**src/rtl/calc_key_sequencer.sv**
```systemverilog
// calc_key_sequencer: key-entry front end for the 3-bit sign-magnitude ALU.
// Builds A, operator and B from key codes, runs the ALU and latches its result.
//
// Ports:
//   clk, rst                 clock and synchronous active-high reset
//   key_valid/key_code       incoming key, accepted when key_ready is high
//   key_ready, key_err       accept strobe and illegal-key pulse
//   alu_a, alu_b, alu_sel    registered ALU operands and operation select
//   alu_answer/dz/z          ALU outputs, sampled ALU_LAT cycles after '='
//   busy                     high while waiting on the ALU
//   res_value/dz/z/valid     latched result and its 1-cycle update pulse
//   op_count                 completed operations, wraps, cleared by rst only
module calc_key_sequencer #(
    parameter int ALU_LAT = 1,
    parameter int CNT_W   = 8
) (
    input  logic             clk,
    input  logic             rst,
    input  logic             key_valid,
    input  logic [3:0]       key_code,
    output logic             key_ready,
    output logic             key_err,
    output logic [2:0]       alu_a,
    output logic [2:0]       alu_b,
    output logic [1:0]       alu_sel,
    input  logic [4:0]       alu_answer,
    input  logic             alu_dz,
    input  logic             alu_z,
    output logic             busy,
    output logic [4:0]       res_value,
    output logic             res_dz,
    output logic             res_z,
    output logic             res_valid,
    output logic [CNT_W-1:0] op_count
);

    typedef enum logic [2:0] {
        A_SIGN, A_DIG, OP, B_SIGN, B_DIG, EQ, EXEC, SHOW
    } state_t;

    localparam int SW = (ALU_LAT > 1) ? $clog2(ALU_LAT) : 1;
    localparam logic [SW-1:0] LAST = SW'(ALU_LAT - 1);

    state_t        state, state_n;
    logic [SW-1:0] cnt, cnt_n;
    logic          sign_a, sign_b, sa_n, sb_n;
    logic [2:0]    a_n, b_n;
    logic [1:0]    sel_n;
    logic          err_n, clr, cap;

    logic       acc, is_dig, is_minus, is_op, is_eq, is_clr;
    logic [1:0] d;

    assign key_ready = ~rst & (state != EXEC);
    assign busy      = ~rst & (state == EXEC);

    assign acc      = key_valid & key_ready;
    assign d        = key_code[1:0];
    assign is_dig   = (key_code[3:2] == 2'b00);
    assign is_minus = (key_code == 4'hB);
    assign is_op    = (key_code >= 4'hA) && (key_code <= 4'hD);
    assign is_eq    = (key_code == 4'hE);
    assign is_clr   = (key_code == 4'hF);

    always_comb begin
        state_n = state;
        cnt_n   = cnt;
        a_n     = alu_a;
        b_n     = alu_b;
        sel_n   = alu_sel;
        sa_n    = sign_a;
        sb_n    = sign_b;
        err_n   = 1'b0;
        clr     = 1'b0;
        cap     = 1'b0;
        if (state == EXEC) begin
            if (cnt == LAST) begin
                cap     = 1'b1;
                cnt_n   = '0;
                state_n = SHOW;
            end else begin
                cnt_n = cnt + 1'b1;
            end
        end else if (acc && is_clr) begin
            clr     = 1'b1;
            state_n = A_SIGN;
            a_n     = '0;
            b_n     = '0;
            sel_n   = '0;
            sa_n    = 1'b0;
            sb_n    = 1'b0;
        end else if (acc) begin
            err_n = 1'b1;
            case (state)
                A_SIGN, SHOW: begin
                    if (is_minus) begin
                        err_n   = 1'b0;
                        sa_n    = 1'b1;
                        state_n = A_DIG;
                    end else if (is_dig) begin
                        err_n   = 1'b0;
                        sa_n    = 1'b0;
                        a_n     = {1'b0, d};
                        state_n = OP;
                    end
                end
                A_DIG: begin
                    if (is_dig) begin
                        err_n   = 1'b0;
                        // a signed zero collapses to 000
                        a_n     = {sign_a & (|d), d};
                        state_n = OP;
                    end
                end
                OP: begin
                    if (is_op) begin
                        err_n   = 1'b0;
                        // A/B/C/D low bits are exactly add/sub/mul/mod
                        sel_n   = key_code[1:0];
                        state_n = B_SIGN;
                    end
                end
                B_SIGN: begin
                    if (is_minus) begin
                        err_n   = 1'b0;
                        sb_n    = 1'b1;
                        state_n = B_DIG;
                    end else if (is_dig) begin
                        err_n   = 1'b0;
                        sb_n    = 1'b0;
                        b_n     = {1'b0, d};
                        state_n = EQ;
                    end
                end
                B_DIG: begin
                    if (is_dig) begin
                        err_n   = 1'b0;
                        b_n     = {sign_b & (|d), d};
                        state_n = EQ;
                    end
                end
                EQ: begin
                    if (is_eq) begin
                        err_n   = 1'b0;
                        cnt_n   = '0;
                        state_n = EXEC;
                    end
                end
                default: begin
                    err_n = 1'b0;
                end
            endcase
        end
    end

    always_ff @(posedge clk) begin
        if (rst) begin
            state     <= A_SIGN;
            cnt       <= '0;
            sign_a    <= 1'b0;
            sign_b    <= 1'b0;
            alu_a     <= '0;
            alu_b     <= '0;
            alu_sel   <= '0;
            key_err   <= 1'b0;
            res_value <= '0;
            res_dz    <= 1'b0;
            res_z     <= 1'b0;
            res_valid <= 1'b0;
            op_count  <= '0;
        end else begin
            state     <= state_n;
            cnt       <= cnt_n;
            sign_a    <= sa_n;
            sign_b    <= sb_n;
            alu_a     <= a_n;
            alu_b     <= b_n;
            alu_sel   <= sel_n;
            key_err   <= err_n;
            res_valid <= cap;
            if (cap) begin
                res_value <= alu_answer;
                res_dz    <= alu_dz;
                res_z     <= alu_z;
                op_count  <= op_count + 1'b1;
            end else if (clr) begin
                res_value <= '0;
                res_dz    <= 1'b0;
                res_z     <= 1'b0;
            end
        end
    end

endmodule

```
**config.mk**
```make
export PLATFORM = sky130hd
export DESIGN_NAME = calc_key_sequencer
export DESIGN_NICKNAME = d
export VERILOG_FILES = /design/src/rtl/calc_key_sequencer.sv
export SDC_FILE = /design/constraint.sdc
export NUM_CORES = 1
export LEC_CHECK = 0
export ABC_AREA = 0
export CORE_ASPECT_RATIO = 2
export CORE_MARGIN = 4
export CORE_UTILIZATION = 38
export CTS_BUF_LIST = sky130_fd_sc_hd__clkbuf_16
export CTS_CLUSTER_DIAMETER = 40
export DETAILED_ROUTE_END_ITERATION = 7
export PLACE_DENSITY_LB_ADDON = 0.25
export SYNTH_ARGS = -nofsm -noshare
export SYNTH_HDL_FRONTEND = slang
export SYNTH_SLANG_ARGS = --single-unit
```
**constraint.sdc**
```tcl
create_clock -name clk -period 1.8 [get_ports clk]
set_input_delay 0.27 -clock clk [delete_from_list [all_inputs] [get_ports clk]]
set_output_delay 0.27 -clock clk [all_outputs]
set_load 0.01 [all_outputs]
```
# After elaboration in Yosys (flattened, before gate mapping)
# Index checks and enable logic that the tools add are counted.
# Widths: inputs -> output; s select.
[totals] register_bits=31 inputBits=14 out_inout_bits=27 word_cells=129
[op_classes] n_lt_le_gt_ge=2 n_eq_ne=21 addsub=2 n_reduce_logical=30 bitwise_logic=8 mux=53
[op_table] op="$mux 3" count=18
[op_table] op="$mux 1" count=25
[op_table] op="$ne 3x3->1 const B" count=7
[op_table] op="$pmux 3 s6" count=1
[op_table] op="$reduce_bool 2->1" count=9
[op_table] op="$reduce_and 4->1" count=4
[op_table] op="$eq 3x3->1 const B" count=4
[op_table] op="$eq 4x4->1 const B" count=3
[op_table] op="$pmux 3 s2" count=2
[op_table] op="$reduce_and 6->1" count=2
[op_table] op="$reduce_bool 3->1" count=4
[op_table] op="$mux 5" count=2
[op_table] op="$add 8x1->8 const B" count=1
[op_table] op="$mux 2" count=4
[op_table] op="$ne 4x4->1 const B" count=2
[op_table] op="$reduce_bool 8->1" count=1
[op_table] op="$eq 3x2->1 const B" count=2
[op_table] op="$reduce_or 2->1" count=3
[op_table] op="$and 1x1->1" count=5
[op_table] op="$reduce_and 5->1" count=1
[op_table] op="$ge 4x4->1 const B" count=1
[op_table] op="$le 4x4->1 const B" count=1
[op_table] op="$ne 2x2->1 const B" count=2
[op_table] op="$pmux 1 s4" count=1
[op_table] op="other kinds (8)" count=11

# Depth between registers and ports, before layout
[logic_depth] depth_word=8 mapped_depth=6 depth_no_buf=5

# Worst setup path after synthesis
# No wires, ideal clock.
[synth_timing] path_type="reg2reg" start="register state[0]" end="register alu_a[0]" setup_slack_ps=317 synth_period_minus_slack_ps=1483 path_buffers=0 path_stages_with_launch=6 setup_ps=72 arrival_ps=1411 t_required_ps=1728 cell_sequence="dfxtp_1 and3b_1 nor2_1 nand2_1 a21oi_1 mux2i_1"
[synth_between] elab_chain_len=6 elab_cells_between_ends=19 cone_classes="eq/ne (7); mux (3); bitwise (3); reduce/logical (6)"
[synth_lines] element="from (decl)" line="44" rtl="state_t state, state_n;"
[synth_lines] element="from (signal assigned)" line="172" rtl="state <= state_n;"
[synth_lines] element="$ne 3x3->1 *" line="54" rtl="assign key_ready = ~rst & (state != EXEC);"
[synth_lines] element="$and 1x1->1 *" line="54"
[synth_lines] element="via key_ready" line="21" rtl="output logic key_ready,"
[synth_lines] element="$and 1x1->1 *" line="57" rtl="assign acc = key_valid & key_ready;"
[synth_lines] element="$logic_and 1x1->1" line="84" rtl="end else if (acc && is_clr) begin"
[synth_lines] element="$ne 3x3->1 (no line) (tied with other cells)"
[synth_lines] element="$reduce_and 6->1 (no line)"
[synth_lines] element="to (signal assigned)" line="176" rtl="alu_a <= a_n;"
[synth_lines] element="to (decl)" line="23" rtl="output logic [2:0] alu_a,"
# The timed path passes the listed nets; every way through them passes the cells marked *. The select of a mux whose other input is x is not followed.
# A chain may end at the register's enable or synchronous reset.

# Worst setup path after layout
[layout_timing] start="register state[0]" end="output busy"
[layout_between] elab_chain_len=2
[layout_lines] element="$eq 3x3->1" line="55" rtl="assign busy = ~rst & (state == EXEC);"
[layout_lines] element="$and 1x1->1" line="55"
[layout_lines] element="to (decl)" line="29" rtl="output logic busy,"
# Every way passes these cells.

==> results.sh <==
export IMPL_num_antenna_cells=0
export IMPL_synth_edf_count=0
export IMPL_maxCapViolCount=0
export IMPL_grt_pass1_wl_um=7000
export IMPL_clk_pin_slew_worst_paths_ns=0.05
export IMPL_required_ns=1.53
export IMPL_hold_violations=0
export IMPL_track_usage=0.177
export IMPL_hp_start="res_value[0]"
export IMPL_grt_max_degree=26
export IMPL_final_cells=289
export IMPL_tightest_slew_ns=0.501
export IMPL_synth_area_um2=1550
export IMPL_cts_buffers=5
export IMPL_r2r_setup_slack_ns=0.17
export IMPL_detail_route_antenna_nets=0
export IMPL_layout_nets=252
export IMPL_rsz0062_at_grt="false"
export IMPL_cp_start_kind="register"
export IMPL_synth_main_ff_cell="dfxtp_1"
export IMPL_clock_latency_ns=0.27
export IMPL_crit_buf_inv=1
export IMPL_cp_top_family="simple AND/OR/NAND/NOR gates"
export IMPL_power_density_nw_per_um2=727
export IMPL_ys_types=39
export IMPL_dr_total_vias=1513
export IMPL_first_global_vias=1562
export IMPL_skew_ns=0.00462
export IMPL_drc_errors=0
export IMPL_final_max_slew_viol_count=0
export IMPL_finish_utilization=0.578
export IMPL_setup_viol=0
export IMPL_routabilityCongestion=0.952
export IMPL_r2r_start="state[0]"
export IMPL_leakagePower_nw=0.875
export IMPL_drive_above_1_share=0.139
export IMPL_hold_end="res_value[0]"
export IMPL_synth_most_common_cell="dfxtp_1"
export IMPL_synthTopCellsByArea="dfxtp_1 (39%), mux2i_1 (7.1%), nor2_1 (5.3%)"
export IMPL_syn_inst=183
export IMPL_clockBufferDepth=2
export IMPL_ys_warn_count=0
export IMPL_async_flop_share=0
export IMPL_drt_wirelength_per_cell_um=14.3
export IMPL_drt_initial_drc_count=45
export IMPL_dp_cells=281
export IMPL_ioPinCount=41
export IMPL_status="finished, final reports clean"
export IMPL_port_buffer_count=40
export IMPL_reg2reg_depth=6
export IMPL_dpl_cell_area_um2=2110
export IMPL_drt_total_wl_um=4130
export IMPL_initial_core_util=0.400
export IMPL_clock_sinks=30
export IMPL_cp_arrival_ns=1.37
export IMPL_antenna_found_initial=0
export IMPL_finalPower_w=0.00163
export IMPL_avgViaCountPerCell=5.24
export IMPL_slew_headroom=0.666
export IMPL_die_y_um=98.4
export IMPL_cts_max_level=2
export IMPL_area_growth_pct=44.6
export IMPL_crit_slowest_cell="dfxtp_1"
export IMPL_period_share=0.909
export IMPL_post_dp_hpwl_um=3040
export IMPL_ys_seq_area_frac=0.387
export IMPL_holdWs_ns=0.474
export IMPL_reg2reg_to="state[0]"
export IMPL_fin_crit_ns=1.64
export IMPL_gr_total_overflow=0
export IMPL_crit_path_end_kind="primary output"
export IMPL_ys_top_cells_by_count="dfxtp_1 (30), nor2_1 (22), mux2i_1 (11), nor3_1 (11), nand2b_1 (10)"
export IMPL_path_class="register to primary output"
export IMPL_yosysTopAreaCell="dfxtp_1"
export IMPL_syn_area_per_cell_um2=8.48
export IMPL_crit_fanout=5
export IMPL_fp_row_count=32
export IMPL_die_width_um=53.2
export IMPL_core_area_um2=3880
export IMPL_synth_top_area_frac=0.387
export IMPL_first_pass_iters=4
export IMPL_root_buffer="clkbuf_16"
export IMPL_fin_area_um2=2240
export IMPL_hold_path_class="register to register"
export IMPL_crit_path_max_incr_delay_ns=0.32
export IMPL_die_area_um2=5230
export IMPL_peakVddDrop_uv=605
export IMPL_ys_ff_latch=30
export IMPL_hold_depth=1
export IMPL_cts_tree="done"
export IMPL_path_cells="and3b_2 -> nor2b_1 -> dlygate4sd2_1"
export IMPL_syn_num_nets=198
export IMPL_fmax_mhz=612
-- cells by family after synthesis --
kind of cell               after synthesis  synth area share
DFF                                     30             0.387
adders and majority gates                1           0.00806
AOI/OAI and AO/OA                       41             0.181
xor gates and xnor gates                 8            0.0451
and+or+nand+nor                         74             0.256
buffers and inverters                   18            0.0524
muxes                                   11            0.0709
-- power by group --
group          switching, W  leakage, nW  total (W)  internal [W]
clock              0.000274       0.0724   0.000772      0.000498
combinational     0.0000955        0.561   0.000184     0.0000882
sequential       0.00000340        0.242   0.000675      0.000672
-- through the flow --
stage | setup WS (ns) | TNS [ns]
floorplan | 0.317 | 0
global placement | -0.0140 | -0.0324
detailed placement | -0.0328 | -0.0658
CTS | 0.146 | 0
global route | 0.0457 | 0
finish | 0.165 | 0
-- routing by layer --
layer | wire length [µm] | up-vias | track usage
li1 | - | 758 | -
met1 | 1530 | 692 | 0.182
met2 | 2210 | 52 | 0.302
met3 | 225 | 11 | 0.0519
met4 | 158 | 0 | 0.0965
met5 | 0 | - | 0
-- cells in the final DEF (no fill, tap or decap), types with 6 or more instances in the layout --
master,Yosys,layout
buf_4,0,21
a22o_1,7,7
o21ai_0,8,8
clkdlybuf4s50_1,0,38
a21oi_1,8,8
nor3_1,11,11
nand2_1,9,9
nor2_1,22,22
dfxtp_1,30,30
mux2i_1,11,11
xor2_1,6,6
nand2b_1,10,10
-- state kept, by name (all words and copies together) (netlist names) --
name       count
op_count       8
res_value      5
alu_a          3
alu_b          3
state          3
alu_sel        2
key_err        1
res_dz         1
res_valid      1
res_z          1
sign_a         1
sign_b         1
-- worst max path at each step --
| stage | from | endpoint | slack [ns] | cells past startpoint |
|---|---|---|---|---|
| finish | state[0] | busy | 0.16 | 3 |
| global route | state[2] | alu_sel[1] | 0.05 | 6 |
| CTS | state[0] | busy | 0.15 | 3 |
| detailed placement | key_code[2] | alu_a[1] | -0.03 | 7 |
| global placement | key_code[1] | state[0] | -0.01 | 7 |
| floorplan | state[0] | alu_a[0] | 0.32 | 5 |
-- worst reg2reg max path, cell delays in order (launching register included) --
cell	delay, ns
dfxtp_1	0.32
buf_4	0.18
or3b_4	0.42
a21oi_2	0.15
o22ai_1	0.12
o2111a_1	0.17
a211oi_2	0.20
-- area by class of cell --
class	count	area (µm²)
clock buffers	5	125
clock inverters	3	12.5
fillers	367	1640
inverters	4	15.0
multi-input cells	135	872
flip-flops and latches	30	601
well taps	51	63.8
repair buffers	61	556
-- timing repair --
action / 4_1_cts / 5_1_grt
endpoints found under the setup margin: 2 / 0
endpoints found under the hold margin: 0 / 0
resized for setup: 3 / 0
setup buffers: 0 / 0
hold buffers: 0 / 0
No activity file was read; power rests on OpenSTA's default activity.
